==> src/rtl/hav_pkg.sv <==
// hav_pkg: shared widths, constants, state encodings and helpers for the haversine sequencer.
package hav_pkg;

    localparam int unsigned W_COORD = 48;
    localparam int unsigned W_COS   = 64;
    localparam int unsigned W_OP    = 128;
    localparam int unsigned W_PROD  = 256;

    // Degrees to radians, Q0.32 value carried in the low bits of a Q16.32 word.
    localparam logic [31:0] RAD = 32'h0477_0000;

    // Product slice offsets: radian scaling keeps [128:1], squares and cos products keep [191:64].
    localparam int unsigned RAD_SLICE_LSB = 1;
    localparam int unsigned SQ_SLICE_LSB  = 64;

    typedef enum logic [3:0] {
        StIdle,
        StSubLon,
        StMulRlon,
        StSqLon,
        StMulCb,
        StMulCa,
        StSubLat,
        StMulRlat,
        StSqLat,
        StAdd,
        StDone
    } hav_state_e;

    typedef enum logic [1:0] {
        PortIdle,
        PortReq,
        PortWait
    } port_state_e;

    // Coordinates are sign-extended into the 128-bit datapath.
    function automatic logic [W_OP-1:0] sext_coord(input logic [W_COORD-1:0] c);
        return {{(W_OP - W_COORD){c[W_COORD-1]}}, c};
    endfunction

    function automatic logic [W_OP-1:0] zext_cos(input logic [W_COS-1:0] c);
        return {{(W_OP - W_COS){1'b0}}, c};
    endfunction

    function automatic logic [W_OP-1:0] prod_slice(input logic [W_PROD-1:0] p,
                                                   input int unsigned lsb);
        return W_OP'(p >> lsb);
    endfunction

endpackage

==> src/rtl/hav_mul_port.sv <==
// hav_mul_port: request/grant/valid handshake towards the shared multiplier.
// A launch loads operands and raises the request; the grant cycle moves to waiting,
// and the first valid product while waiting produces a one-cycle capture strobe.
module hav_mul_port
    import hav_pkg::*;
(
    input  logic            clk_i,
    input  logic            reset_i,
    input  logic            launch_i,
    input  logic [W_OP-1:0] op_a_i,
    input  logic [W_OP-1:0] op_b_i,
    input  logic            mul_gnt_i,
    input  logic            mul_vld_i,
    output logic            mul_req_o,
    output logic [W_OP-1:0] mul_a_o,
    output logic [W_OP-1:0] mul_b_o,
    output logic            cap_o
);

    port_state_e     st_q;
    logic            req_q;
    logic [W_OP-1:0] a_q;
    logic [W_OP-1:0] b_q;

    // Handshake FSM with registered request and operands held stable until the grant.
    always_ff @(posedge clk_i or posedge reset_i) begin
        if (reset_i) begin
            st_q  <= PortIdle;
            req_q <= 1'b0;
            a_q   <= '0;
            b_q   <= '0;
        end else begin
            unique case (st_q)
                PortIdle: begin
                    if (launch_i) begin
                        st_q  <= PortReq;
                        req_q <= 1'b1;
                        a_q   <= op_a_i;
                        b_q   <= op_b_i;
                    end
                end
                PortReq: begin
                    if (mul_gnt_i) begin
                        st_q  <= PortWait;
                        req_q <= 1'b0;
                    end
                end
                PortWait: begin
                    // A capture may immediately chain into the next multiply.
                    if (mul_vld_i) begin
                        if (launch_i) begin
                            st_q  <= PortReq;
                            req_q <= 1'b1;
                            a_q   <= op_a_i;
                            b_q   <= op_b_i;
                        end else begin
                            st_q <= PortIdle;
                        end
                    end
                end
                default: begin
                    st_q  <= PortIdle;
                    req_q <= 1'b0;
                end
            endcase
        end
    end

    // Valid is only meaningful after our own grant; anything else is ignored.
    always_comb begin
        cap_o = (st_q == PortWait) && mul_vld_i;
    end

    assign mul_req_o = req_q;
    assign mul_a_o   = a_q;
    assign mul_b_o   = b_q;

endmodule

==> src/rtl/hav_seq_ctrl.sv <==
// hav_seq_ctrl: walks the fixed haversine "a" microprogram over an adder and a shared multiplier.
// t accumulates the longitude term, u the latitude term; hav = t + u.
module hav_seq_ctrl
    import hav_pkg::*;
#(
    parameter logic [31:0] Rad = RAD
) (
    input  logic               clk_i,
    input  logic               reset_i,
    input  logic               start_i,
    input  logic [W_COORD-1:0] lon_a_i,
    input  logic [W_COORD-1:0] lon_b_i,
    input  logic [W_COORD-1:0] lat_a_i,
    input  logic [W_COORD-1:0] lat_b_i,
    input  logic [W_COS-1:0]   cos_a_i,
    input  logic [W_COS-1:0]   cos_b_i,
    output logic               busy_o,
    output logic               done_o,
    output logic [W_OP-1:0]    hav_o,
    output logic               mul_req_o,
    output logic [W_OP-1:0]    mul_a_o,
    output logic [W_OP-1:0]    mul_b_o,
    input  logic               mul_gnt_i,
    input  logic               mul_vld_i,
    input  logic [W_PROD-1:0]  mul_p_i
);

    hav_state_e         state_q;
    logic [W_COORD-1:0] lon_a_q;
    logic [W_COORD-1:0] lon_b_q;
    logic [W_COORD-1:0] lat_a_q;
    logic [W_COORD-1:0] lat_b_q;
    logic [W_COS-1:0]   cos_a_q;
    logic [W_COS-1:0]   cos_b_q;
    logic [W_OP-1:0]    t_q;
    logic [W_OP-1:0]    u_q;
    logic [W_OP-1:0]    hav_q;
    logic               busy_q;
    logic               done_q;

    logic [W_OP-1:0]    rad_ext;
    logic [W_OP-1:0]    lon_diff;
    logic [W_OP-1:0]    lat_diff;
    logic [W_OP-1:0]    slice_rad;
    logic [W_OP-1:0]    slice_sq;
    logic [W_OP-1:0]    step_d;
    logic               launch_d;
    logic [W_OP-1:0]    op_a_d;
    logic [W_OP-1:0]    op_b_d;
    logic               cap;

    assign rad_ext   = {{(W_OP - 32){1'b0}}, Rad};
    assign lon_diff  = sext_coord(lon_a_q) - sext_coord(lon_b_q);
    assign lat_diff  = sext_coord(lat_a_q) - sext_coord(lat_b_q);
    assign slice_rad = prod_slice(mul_p_i, RAD_SLICE_LSB);
    assign slice_sq  = prod_slice(mul_p_i, SQ_SLICE_LSB);

    // Per-state step result and the operands of the following multiply, launched on the
    // same edge the step result is stored so the request is up in the first MUL cycle.
    always_comb begin
        step_d   = '0;
        launch_d = 1'b0;
        op_a_d   = '0;
        op_b_d   = '0;
        unique case (state_q)
            StSubLon: begin
                step_d   = lon_diff;
                launch_d = 1'b1;
                op_a_d   = lon_diff;
                op_b_d   = rad_ext;
            end
            StMulRlon: begin
                step_d   = slice_rad;
                launch_d = cap;
                op_a_d   = slice_rad;
                op_b_d   = slice_rad;
            end
            StSqLon: begin
                step_d   = slice_sq;
                launch_d = cap;
                op_a_d   = slice_sq;
                op_b_d   = zext_cos(cos_b_q);
            end
            StMulCb: begin
                step_d   = slice_sq;
                launch_d = cap;
                op_a_d   = slice_sq;
                op_b_d   = zext_cos(cos_a_q);
            end
            StMulCa: begin
                step_d = slice_sq;
            end
            StSubLat: begin
                step_d   = lat_diff;
                launch_d = 1'b1;
                op_a_d   = lat_diff;
                op_b_d   = rad_ext;
            end
            StMulRlat: begin
                step_d   = slice_rad;
                launch_d = cap;
                op_a_d   = slice_rad;
                op_b_d   = slice_rad;
            end
            StSqLat: begin
                step_d = slice_sq;
            end
            default: begin
            end
        endcase
    end

    // Main sequencer: state, captured job inputs, intermediates and registered outputs.
    always_ff @(posedge clk_i or posedge reset_i) begin
        if (reset_i) begin
            state_q <= StIdle;
            lon_a_q <= '0;
            lon_b_q <= '0;
            lat_a_q <= '0;
            lat_b_q <= '0;
            cos_a_q <= '0;
            cos_b_q <= '0;
            t_q     <= '0;
            u_q     <= '0;
            hav_q   <= '0;
            busy_q  <= 1'b0;
            done_q  <= 1'b0;
        end else begin
            done_q <= 1'b0;
            unique case (state_q)
                StIdle: begin
                    if (start_i) begin
                        lon_a_q <= lon_a_i;
                        lon_b_q <= lon_b_i;
                        lat_a_q <= lat_a_i;
                        lat_b_q <= lat_b_i;
                        cos_a_q <= cos_a_i;
                        cos_b_q <= cos_b_i;
                        busy_q  <= 1'b1;
                        state_q <= StSubLon;
                    end
                end
                StSubLon: begin
                    t_q     <= step_d;
                    state_q <= StMulRlon;
                end
                StMulRlon: begin
                    if (cap) begin
                        t_q     <= step_d;
                        state_q <= StSqLon;
                    end
                end
                StSqLon: begin
                    if (cap) begin
                        t_q     <= step_d;
                        state_q <= StMulCb;
                    end
                end
                StMulCb: begin
                    if (cap) begin
                        t_q     <= step_d;
                        state_q <= StMulCa;
                    end
                end
                StMulCa: begin
                    if (cap) begin
                        t_q     <= step_d;
                        state_q <= StSubLat;
                    end
                end
                StSubLat: begin
                    u_q     <= step_d;
                    state_q <= StMulRlat;
                end
                StMulRlat: begin
                    if (cap) begin
                        u_q     <= step_d;
                        state_q <= StSqLat;
                    end
                end
                StSqLat: begin
                    if (cap) begin
                        u_q     <= step_d;
                        state_q <= StAdd;
                    end
                end
                StAdd: begin
                    hav_q   <= t_q + u_q;
                    done_q  <= 1'b1;
                    state_q <= StDone;
                end
                StDone: begin
                    busy_q  <= 1'b0;
                    state_q <= StIdle;
                end
                default: begin
                    busy_q  <= 1'b0;
                    state_q <= StIdle;
                end
            endcase
        end
    end

    hav_mul_port u_mul_port (
        .clk_i     (clk_i),
        .reset_i   (reset_i),
        .launch_i  (launch_d),
        .op_a_i    (op_a_d),
        .op_b_i    (op_b_d),
        .mul_gnt_i (mul_gnt_i),
        .mul_vld_i (mul_vld_i),
        .mul_req_o (mul_req_o),
        .mul_a_o   (mul_a_o),
        .mul_b_o   (mul_b_o),
        .cap_o     (cap)
    );

    assign busy_o = busy_q;
    assign done_o = done_q;
    assign hav_o  = hav_q;

endmodule

==> config.mk <==
export PLATFORM = sky130hd
export DESIGN_NAME = hav_seq_ctrl
export DESIGN_NICKNAME = d
export VERILOG_FILES = /design/src/rtl/hav_pkg.sv /design/src/rtl/hav_mul_port.sv /design/src/rtl/hav_seq_ctrl.sv
export SDC_FILE = /design/constraint.sdc
export NUM_CORES = 2
export LEC_CHECK = 0
export ABC_CLOCK_PERIOD_IN_PS = 23900
export BUFFER_PORTS_ARGS = -buffer_cell sky130_fd_sc_hd__buf_2
export CORE_AREA = 2 2 380 382
export DETAILED_ROUTE_END_ITERATION = 8
export DIE_AREA = 0 0 382 384
export PLACE_DENSITY_LB_ADDON = 0.2
export RECOVER_POWER = 50
export SKIP_CTS_REPAIR_TIMING = 1
export SLEW_MARGIN = 10
export SYNTH_ARGS = -nofsm -noshare
export SYNTH_HDL_FRONTEND = slang
export SYNTH_HIERARCHICAL = 1
export SYNTH_SLANG_ARGS = --single-unit
==> constraint.sdc <==
create_clock -name clk_i -period 23.9 [get_ports clk_i]
set_input_delay 2.39 -clock clk_i [delete_from_list [all_inputs] [get_ports clk_i]]
set_output_delay 2.39 -clock clk_i [all_outputs]
set_load 0.03 [all_outputs]
==> results.json <==
{
  "status": "finished, violations left",
  "violations": "max-capacitance violations, max-slew violations",
  "drc": 0,
  "crit_path_top_delay_cell": "clkbuf_1",
  "cp.arrival_ns": 11.24,
  "max_slew_margin_pct": -551.1,
  "fmaxAchievable_ghz": 0.09110,
  "p_leak_nw": 28.39,
  "seq_area_frac_synth_pct": 45.26,
  "crit_path_end_kind": "register",
  "dieArea_um2": 146700,
  "drtIter0Drc": 3546,
  "dr.pass1.iters": 6,
  "rows": 139,
  "htree_levels": 3,
  "finalSetupTns_ns": 0,
  "initial_core_util_pct": 37.52,
  "synth_cells": 5480,
  "rsz0062_at_grt": "no",
  "dr_total_vias": 45380,
  "fin_total_pwr_mw": 12.11,
  "antenna_found_initial": 66,
  "tritoncts": "yes",
  "required_ns": 24.16,
  "hold_viol_final": 0,
  "ys_ff_latch": 969,
  "peakVddDrop_uv": 237.7,
  "finish.utilization_pct": 43.93,
  "netlist_top_cells_area": "dfrtp_1, mux2_4, mux2_2",
  "setup_ws_ns": 12.92,
  "gp_congestion": 0.9278,
  "post_drt_wl_per_cell_um": 25.93,
  "worstHoldPathType": "reg2reg",
  "io_pins": 968,
  "drv_cap": 16,
  "drt-total-wl_um": 213600,
  "multi_input_area_um2": 27230,
  "cts_buffers": 113,
  "grt_max_degree": 225,
  "finalSetupViolations": 0,
  "ff_latch_area_um2": 24250,
  "track_usage_pct": 28.18,
  "drtAntennaViolNets": 0,
  "slew_violations": 1314,
  "die_w_um": 382,
  "viasPerCell": 5.508,
  "io_buffers": 902,
  "finalCriticalPeriod_ns": 10.98,
  "hold-worst-slack_ns": 0.4738,
  "clkLatencyLatePin_ns": 0.75,
  "syn2layout_area_growth_pct": 17.06,
  "netlist.area_leader.share_pct": 45.26,
  "synth_edf_count": 0,
  "final_area_um2": 62720,
  "cp_cell_sequence": "clkbuf_1 -> nand2_1 -> nor2_1 -> nand3b_1 -> o32ai_1 -> clkbuf_1 -> a31oi_1",
  "crit_path_max_fanout": 212,
  "cpMostUsedCell": "clkbuf_1",
  "fill_cells": 14280,
  "max_stage_delay_ns": 6.64,
  "dp_slack_ns": 16.26,
  "synth_top_cell_by_area": "dfrtp_1",
  "synth_fp_nets": 6287,
  "stdcell_count": 8239,
  "clockBufferDepth": 3,
  "worst_pin_slew_ns": 9.766,
  "startpoint_type": "input port",
  "netlist-cell-type-count": 85,
  "grt_pass1_wl_um": 305900,
  "coreArea_um2": 142800,
  "cts-root-buf": "clkbuf_16",
  "fin_crit_sh_pct": 45.93,
  "ys_warn_count": 6,
  "ys_async_sr_fraction_pct": 100.0,
  "synth_ff_type": "dfrtp_1",
  "hpwl_um": 163600,
  "overflow": 0,
  "grt_pass1_vias": 44190,
  "fp.dieH_um": 384,
  "syn_avg_cell_area_um2": 9.777,
  "powerDensity_nw_per_um2": 193.0,
  "synthesis.area_um2": 53580,
  "clock_skew_ns": 0.04448,
  "path_clk_slew_ns": 0.06,
  "cts.sinks": 969,
  "worstSetupPathType": "in2reg",
  "layout-drive-gt1-share_pct": 19.76,
  "placed_area_um2": 59530,
  "place_inst": 8009,
  "fin_nets": 7028
}
==> worst paths after layout <==
| check | startpoint | to | slack, ns | cells after the start |
|---|---|---|---|---|
| min reg2reg | hav_o[124]$_DFFE_PP0P_ | hav_o[124]$_DFFE_PP0P_ | 0.47 | 2 |
| max reg2reg | u_mul_port/st_q[1]$_DFFE_PP0P_ | u_q[107]$_DFFE_PP0P_ | 14.29 | 6 |
| max | mul_vld_i | u_q[107]$_DFFE_PP0P_ | 12.92 | 7 |
| max in group asynchronous | reset_i | hav_o[60]$_DFFE_PP0P_ | 13.95 | 6 |
| min | hav_o[124]$_DFFE_PP0P_ | hav_o[124]$_DFFE_PP0P_ | 0.47 | 2 |
| min in group asynchronous | reset_i | cos_b_q[41]$_DFFE_PP0P_ | 3.02 | 2 |
==> kinds of logic after synthesis <==
group | after synthesis | share of synthesized area [%]
XOR/XNOR | 212 | 3.466
multiplexers | 485 | 11.68
flip-flops | 969 | 45.26
buffers and inverters | 506 | 4.103
AO/OA/AOI/OAI | 1624 | 18.53
AND/OR/NAND/NOR | 1458 | 11.64
adder cells (fa/ha/maj) | 226 | 5.320
==> power by group <==
group	internal, mW	switching (mW)
sequential	2.37	0.426
clock	1.03	0.746
combinational	2.77	4.77
total	6.16	5.94
==> flip-flops by register name, indices dropped and copies added, names as in the netlist, 64 cells and up <==
name and count:
u_q 128, hav_o 128, cos_b_q 64, t_q 128
u_mul_port/mul_a_o 128, cos_a_q 64, u_mul_port/mul_b_o 128
==> placed cells by master, fill, tap and decap left out, drive strengths merged, types with 30 or more instances in the layout <==
cell type	n
o21bai	49
nand2	761
ha	223
a31oi	120
a21o	120
a21oi	521
xor2	80
buf	548
nor2	355
mux2	484
and2	76
dfrtp	969
clkbuf	566
nand4	61
a22oi	60
o21ai	464
xnor2	132
a221o	30
nor3	39
inv	184
nand3	63
==> Yosys cell counts, types with 9 or more instances <==
| cell | n |
|---|---|
| dfrtp_1 | 969 |
| nand2_1 | 761 |
| a21oi_1 | 521 |
| o21ai_0 | 444 |
| nor2_1 | 355 |
| clkbuf_1 | 279 |
| mux2_2 | 272 |
| ha_1 | 223 |
| mux2_4 | 212 |
| inv_1 | 183 |
| xnor2_1 | 132 |
| a21o_1 | 120 |
| a31oi_1 | 119 |
| xor2_1 | 80 |
| and2_1 | 75 |
| nand3_1 | 63 |
| nand4_1 | 61 |
| a22oi_1 | 60 |
| o21bai_1 | 49 |
| nor3_1 | 39 |
| a221o_1 | 30 |
| o21a_1 | 26 |
| a222oi_1 | 25 |
| o31ai_1 | 25 |
| a211oi_1 | 24 |
| a41oi_1 | 21 |
| buf_8 | 20 |
| nand2b_1 | 20 |
| o21ai_1 | 19 |
| and3_1 | 18 |
| a21boi_0 | 16 |
| a221oi_1 | 15 |
| nor2b_1 | 15 |
| o211ai_1 | 15 |
| or3_1 | 15 |
| buf_1 | 14 |
| a211o_1 | 11 |
| o221ai_1 | 11 |
| or2_2 | 10 |
| o22ai_1 | 9 |
==> worst max-delay path: cells and delay by family <==
family,cells,cell delay [ns]
buf+inv,2,6.77
compound gates,2,0.89
simple gates,3,0.76
==> final cells by class <==
class,instances,area share (%)
sequential,969,38.66
clock buffer,165,5.123
clock inverter,41,0.8339
antenna,24,0.09576
tap,1903,3.796
inverter,183,1.099
timing repair buffer,949,6.972
multi-input combinational,4005,43.42
==> layer usage <==
layer	track usage [%]	vias to the layer above	routed length [um]	share of wire (%)
li1	-	20990	-	-
met1	36.28	22310	89520	42
met2	45.90	1649	100100	47
met3	5.811	377	14260	6.7
met4	12.11	50	9427	4.4
met5	0	-	310	0.15
No activity file was read; power rests on OpenSTA's default activity.
